[src/rtl/fifo_wr_arbiter.sv]
// Round-robin write-port arbiter: shares one async FIFO write port among NUM_REQ
// producers, granting bounded bursts and stalling (not releasing) on full.
module fifo_wr_arbiter #(
  parameter int NUM_REQ    = 4,
  parameter int DATA_WIDTH = 8,
  parameter int MAX_BURST  = 4
) (
  input  logic                          clk_wr,
  input  logic                          rst_n,
  input  logic [NUM_REQ-1:0]            req,
  input  logic [NUM_REQ*DATA_WIDTH-1:0] req_data,
  output logic [NUM_REQ-1:0]            ack,
  input  logic                          full,
  output logic                          wr_en,
  output logic [DATA_WIDTH-1:0]         data_in,
  output logic [$clog2(NUM_REQ)-1:0]    owner,
  output logic                          busy
);

  localparam int PTR_W = $clog2(NUM_REQ);
  localparam int SUM_W = PTR_W + 1;
  localparam int CNT_W = $clog2(MAX_BURST) + 1;

  typedef enum logic {IDLE, BURST} state_t;

  state_t           state, state_nxt;
  logic [PTR_W-1:0] owner_nxt, rr_ptr, rr_ptr_nxt, owner_inc, pick;
  logic             pick_valid;
  logic [CNT_W-1:0] burst_cnt, burst_cnt_nxt;
  logic             req_owner;
  logic             last_write;

  assign req_owner  = req[owner];
  assign busy       = (state == BURST);
  assign wr_en      = busy & req_owner & ~full;
  assign data_in    = wr_en ? req_data[owner*DATA_WIDTH +: DATA_WIDTH] : '0;
  assign owner_inc  = (owner == PTR_W'(NUM_REQ - 1)) ? '0 : owner + 1'b1;
  assign last_write = wr_en && ((burst_cnt + CNT_W'(1)) == CNT_W'(MAX_BURST));

  always_comb begin
    ack = '0;
    if (wr_en) ack[owner] = 1'b1;
  end

  // Rotating priority search: first requester at or after rr_ptr, wrapping to 0.
  always_comb begin
    logic [SUM_W-1:0] sum;
    pick       = '0;
    pick_valid = 1'b0;
    sum        = '0;
    for (int i = 0; i < NUM_REQ; i++) begin
      sum = {1'b0, rr_ptr} + SUM_W'(i);
      if (sum >= SUM_W'(NUM_REQ)) sum = sum - SUM_W'(NUM_REQ);
      if (!pick_valid && req[sum[PTR_W-1:0]]) begin
        pick_valid = 1'b1;
        pick       = sum[PTR_W-1:0];
      end
    end
  end

  always_comb begin
    state_nxt     = state;
    owner_nxt     = owner;
    rr_ptr_nxt    = rr_ptr;
    burst_cnt_nxt = burst_cnt;
    case (state)
      IDLE: begin
        if (pick_valid) begin
          owner_nxt     = pick;
          burst_cnt_nxt = '0;
          state_nxt     = BURST;
        end
      end
      BURST: begin
        // A dropped request releases even under full; full alone only stalls.
        if (!req_owner) begin
          state_nxt  = IDLE;
          rr_ptr_nxt = owner_inc;
        end else if (wr_en) begin
          burst_cnt_nxt = burst_cnt + CNT_W'(1);
          if (last_write) begin
            state_nxt  = IDLE;
            rr_ptr_nxt = owner_inc;
          end
        end
      end
      default: state_nxt = IDLE;
    endcase
  end

  always_ff @(posedge clk_wr or negedge rst_n) begin
    if (!rst_n) begin
      state     <= IDLE;
      owner     <= '0;
      rr_ptr    <= '0;
      burst_cnt <= '0;
    end else begin
      state     <= state_nxt;
      owner     <= owner_nxt;
      rr_ptr    <= rr_ptr_nxt;
      burst_cnt <= burst_cnt_nxt;
    end
  end

endmodule

[config.mk]
export PLATFORM = sky130hd
export DESIGN_NAME = fifo_wr_arbiter
export DESIGN_NICKNAME = d
export VERILOG_FILES = /design/src/rtl/fifo_wr_arbiter.sv
export SDC_FILE = /design/constraint.sdc
export NUM_CORES = 1
export LEC_CHECK = 0
export ABC_CLOCK_PERIOD_IN_PS = 1850
export CORE_ASPECT_RATIO = 1.1
export CORE_MARGIN = 4
export CORE_UTILIZATION = 36
export CTS_CLUSTER_SIZE = 25
export DETAILED_ROUTE_END_ITERATION = 10
export PLACE_DENSITY = 0.79
export SLEW_MARGIN = 20
export SYNTH_ARGS = -nofsm -noshare
export SYNTH_HDL_FRONTEND = slang
export SYNTH_SLANG_ARGS = --single-unit
[constraint.sdc]
create_clock -name clk_wr -period 1.85 [get_ports clk_wr]
set_input_delay 0.185 -clock clk_wr [delete_from_list [all_inputs] [get_ports clk_wr]]
set_output_delay 0.185 -clock clk_wr [all_outputs]
set_load 0.02 [all_outputs]
**Yosys cells after proc, flatten, opt, wreduce, memory -nomap -nowiden**

Cells that the tools add are included.

- Bits in registers: 8
- Input port bits: 39
- Output and inout bits: 16
- Logic and storage cells: 85

- $add $sub $neg: 9
- Order comparisons: 10
- Equality and inequality tests: 7
- Shift-type cells: 1
- Muxes and demuxes: 39
- Bitwise gates (word level): 4
- Reductions and logical operators: 11

Operators by type and width:

| kind | count |
|---|---|
| $shiftx A32 B6 Y8 | 1 |
| $mux W2 | 12 |
| $lt A2 B3 Y1 const B | 5 |
| $mux W1 | 14 |
| $bmux W1 S2 | 5 |
| $ge A3 B3 Y1 const B | 3 |
| $mux W3 | 3 |
| $mux W8 | 1 |
| $sub A2 B1 Y2 const B | 4 |
| $add A2 B2 Y3 const B | 2 |
| $ne A2 B2 Y1 const B | 3 |
| $pmux W3 S2 | 1 |
| $reduce_and A3 Y1 | 2 |
| $logic_and A1 B1 Y1 | 5 |
| $mux W4 | 1 |
| $ne A2 B1 Y1 const B | 2 |
| $add A2 B1 Y3 const B | 1 |
| $add A3 B1 Y3 const B | 1 |
| $eq A3 B3 Y1 const B | 1 |
| $ge A2 B3 Y1 const B | 1 |
| $logic_not A1 Y1 | 3 |
| $add A2 B1 Y2 const B | 1 |
| $and A1 B1 Y1 | 2 |
| $demux W1 S2 | 1 |
| 5 further kinds | 6 |

**Logic depth before layout (Yosys ltp)**

Gate-level depths: netlist (run 1).

- Depth after elaboration: 16
- Depth in mapped cells: 6
- Mapped depth without buffers: 6

**Worst setup path before layout (run 1)**

OpenSTA, ideal clock, no wires.

- Path type: flip-flop to output port
- Start: register owner[0]
- End: output port ack[0]
- Arrival: 1,598 ps
- Required time: 1,665 ps
- Slack: 67 ps
- Cell stages (with the launch flop): 5
- Path buffers: 0
- Cell sequence: dfrtp_1 -> mux4_2 -> nand3b_2 -> inv_1 -> and2_1

- Longest elaborated chain between the ends: 5
- Elaborated cells between the ends (all ways): 10
- Classes of those cells: order compare: 2; mux: 5; bitwise: 2; reduce/logical: 1

RTL lines:

| item | RTL line | RTL |
|---|---|---|
| start, declared | 16 | `output logic [$clog2(NUM_REQ)-1:0] owner,` |
| start signal, assigned | 99 | `owner <= owner_nxt;` |
| $bmux W1 S2 | 33 | `assign req_owner = req[owner];` |
| $mux W1 (not written as such) | 33 |  |
| $and A1 B1 Y1 (2 in a row) | 35 | `assign wr_en = busy & req_owner & ~full;` |
| via wr_en | 14 | `output logic wr_en,` |
| $mux W4 | 42 | `if (wr_en) ack[owner] = 1'b1;` |
| end, declared | 12 | `output logic [NUM_REQ-1:0] ack,` |

The timed path passes the listed nets, and every way through them passes these cells. The select of a mux whose other input is x is not followed.

**Final worst setup path (run 1)**

- Start: register owner[0]
- End: output port data_in[0]

- Longest elaborated chain between the ends: 5
- Elaborated cells between the ends (all ways): 6
- Classes of those cells: shift: 1; mux: 3; bitwise: 2

RTL lines:

| item | RTL line | RTL |
|---|---|---|
| branches (longest 4 deep; another with $shiftx A32 B6 Y8) | n/a |  |
| $mux W8 * | 36 | `assign data_in = wr_en ? req_data[owner*DATA_WIDTH +: DATA_WIDTH] : '0;` |
| end, declared | 15 | `output logic [DATA_WIDTH-1:0] data_in,` |

Mark *: on every way between the ends. The select of a mux whose other input is x is not followed.

==> results of run 1 <==
[worst max path at each step]
| stage | startpoint | endpoint | slack [ns] | depth (start not counted) |
|---|---|---|---|---|
| after floorplan | owner[0]$_DFFE_PN0P_ | ack[0] | 0.07 | 4 |
| after global placement | req[3] | ack[0] | -0.32 | 6 |
| after detailed placement | req[3] | ack[0] | -0.39 | 6 |
| after CTS | owner[0]$_DFFE_PN0P_ | data_in[0] | -0.02 | 5 |
| after global routing | owner[0]$_DFFE_PN0P_ | data_in[3] | -0.07 | 5 |
| final | owner[0]$_DFFE_PN0P_ | data_in[0] | 0.01 | 5 |
[Yosys cell counts (2+ instances only)]
cell	number
mux4_2	9
dfrtp_1	8
inv_1	8
nor2b_1	8
nand2_1	7
ha_1	6
o21ai_0	5
mux2i_1	4
and2_1	3
nand3_1	3
a21oi_1	2
buf_2	2
nor2_1	2
[stage by stage]
step	worst slack [ns]	TNS, ns
2_1_floorplan	0.0670	0
3_3_place_gp	-0.319	-3.84
3_5_place_dp	-0.394	-4.77
4_1_cts	-0.0189	-0.0353
5_1_grt	-0.0739	-0.707
6_report	0.0109	0
[flip-flops by register name, indices dropped and copies added (netlist names)]
signal     count
busy           1
owner          2
rr_ptr         2
burst_cnt      3
[final cells by class]
type | instances | share of cell area (%)
Multi-Input combinational cell | 61 | 37.6
Timing Repair Buffer | 73 | 44.0
Clock buffer | 3 | 1.42
Sequential cell | 8 | 12.6
Tap cell | 30 | 2.37
Inverter | 8 | 1.89
[critical path: stages (launching register included)]
cell and delay, ns:
dfrtp_1 0.38, buf_6 0.13, buf_12 0.11, mux4_2 0.49
nor2b_2 0.17, buf_6 0.12
[kinds of logic (layout without fill, tap and decap cells)]
| family | Yosys count | in the layout | synth area share, % |
|---|---|---|---|
| adder cells (fa/ha/maj) | 6 | 6 | 9.00 |
| multiplexers | 14 | 14 | 30.4 |
| AND/OR/NAND/NOR | 28 | 28 | 18.7 |
| flip-flops | 8 | 8 | 24.0 |
| XOR/XNOR | 1 | 1 | 1.05 |
| AO/OA/AOI/OAI | 12 | 12 | 9.75 |
| buffers and inverters | 13 | 84 | 7.05 |
[power by group through the flow]
stage | Sequential, mW | Combinational [mW] | Clock, mW
3_3_place_gp | 0.313 | 1.24 | 0
2_1_floorplan | 0.354 | 0.703 | 0
6_report | 0.317 | 1.41 | 0.129
3_5_place_dp | 0.318 | 1.27 | 0
4_1_cts | 0.312 | 1.29 | 0.135
5_1_grt | 0.330 | 1.53 | 0.149
[layer usage]
| metal | vias up | part of all wire [%] |
|---|---|---|
| met2 | 44 | 52 |
| li1 | 436 | - |
| met4 | 0 | 0.57 |
| met5 | - | 0 |
| met1 | 437 | 36 |
| met3 | 4 | 12 |
[what timing repair did]
action | 4_1_cts | 5_1_grt
endpoints found under the hold margin | 0 | 0
gates cloned | 0 | 1
setup buffers | 3 | 1
endpoints found under the setup margin | 13 | 14
pin swaps | 1 | 1
gates resized for setup | 54 | 22
==> flow_summary.toml, run 1 <==
[run_status]
outcome = "finished clean"

[routing]
drt-total-wl_um = 2800
drc = 0
avgRoutedWirePerCell_um = 15.3
ant_nets = 0
dr.pass1.iters = 4
viasPerCell = 5.03
vias = 921
first_iter_violations = 20

[global_route]
use_met3_pct = 5.82
grt.busiest_layer = "met2"
grt_pass1_wl_um = 4530
grt_use_met1_pct = 20.7
grtUsageTotal_pct = 19.6
antenna_found_initial = 0
grt_pass1_vias = 986
grt_max_degree = 15
gr-total-overflow = 0
gr-usage-met2_pct = 36.2

[final_layout]
fillers = 155
area_growth_pct = 90.0
drive_above_1_share_pct = 35.3
num_antenna_cells = 0
regArea_um2 = 200
final_util_pct = 71.1
stdcell_area_mm2 = 0.00159
final_nets = 200
final_cell_mix = "39 x clkdlybuf4s50_1, 19 x buf_4, 9 x mux4_2"
multi_input_area_um2 = 597
fin_cells = 183
final_common_cell = "clkdlybuf4s50_1"

[critical_path]
cp-start-kind = "flip-flop"
end_kind = "primary output"
critPathRequiredTime_ns = 1.66
reg2reg_depth = 6
worstReg2RegEnd = "rr_ptr[0]$_DFFE_PN0P_"
crit_fanout = 5
cp.arrival_ns = 1.65
r2r-start = "owner[0]$_DFFE_PN0P_"
rrSetupSlack_ns = 0.12
crit_type = "reg -> out"

[synthesis]
synth_top_area_share_pct = 24.3
yosysWarnings = 0
async_flop_share_pct = 100
synth_fp_nets = 127
syn_area_per_cell_um2 = 10.2
synthFlopType = "dfrtp_1"
synth_edf_count = 0
synthesis.instances = 82
synth-seq-cells = 8
ys_types = 28
yosysSeqAreaShare_pct = 24.0
netlist_area_um2 = 835
synth_area_leader_cell = "mux4_2"
synthTopCellsByArea = "mux4_2 24%, dfrtp_1 24%, ha_1 9.0%"

[timing]
fmax_mhz = 544
finalHoldViolCount = 0
finalCritPeriodShare_pct = 99.4
slew-limit-headroom_pct = 74.2
fin_crit_ns = 1.84
maxSlewViolCount = 0
holdWs_ns = 0.224
fin_skew_ns = 0.00250
setup_viol_count_final = 0
rsz0062_at_grt = "yes"
worst_pin_slew_ns = 0.386

[pwr]
fin_total_pwr_mw = 1.85
powerDensity_mw_per_mm2 = 1170
ir_drop_mv = 0.907
p_sw_uw = 726
p_leak_nw = 0.729
p_int_mw = 1.13
power_frac_seq_pct = 17.1
power_frac_clock_pct = 6.9
comb_power_share_pct = 75.9
p_sw_share_pct = 39.2

[cts]
clk_latency_ns = 0.25
postCtsHoldBufs = 0
clockBufferDepth = 2
path_clk_slew_ns = 0.05
htree_levels = 1
numCtsBuffers = 3
cts_root_buffer = "clkbuf_4"
cts_tree = "built"
cts_sinks = 8

[placed_design]
gp_congestion = 0.868
placed_cell_area_mm2 = 0.00150
place_inst = 175
portBuffers = 54
dp_hpwl_um = 2240

[floorplanning]
fp.dieW_um = 53.9
dieArea_mm2 = 0.00315
rows = 18
fp.dieH_um = 58.5
io_pins = 55
design.core.area_mm2 = 0.00223
floorplan.initialDensity_pct = 37.4

[flow_run]
drv_cap = 0

[hold_path]
hp-class = "in -> async"
Power figures use the tool's default switching activity.
==> inputs of run 2 (changes only) <==
Settings changed: SLEW_MARGIN 20 to 15.
==> results of run 2 <==
Same layout as run 1: the final DEF is identical, and so are final timing and power.
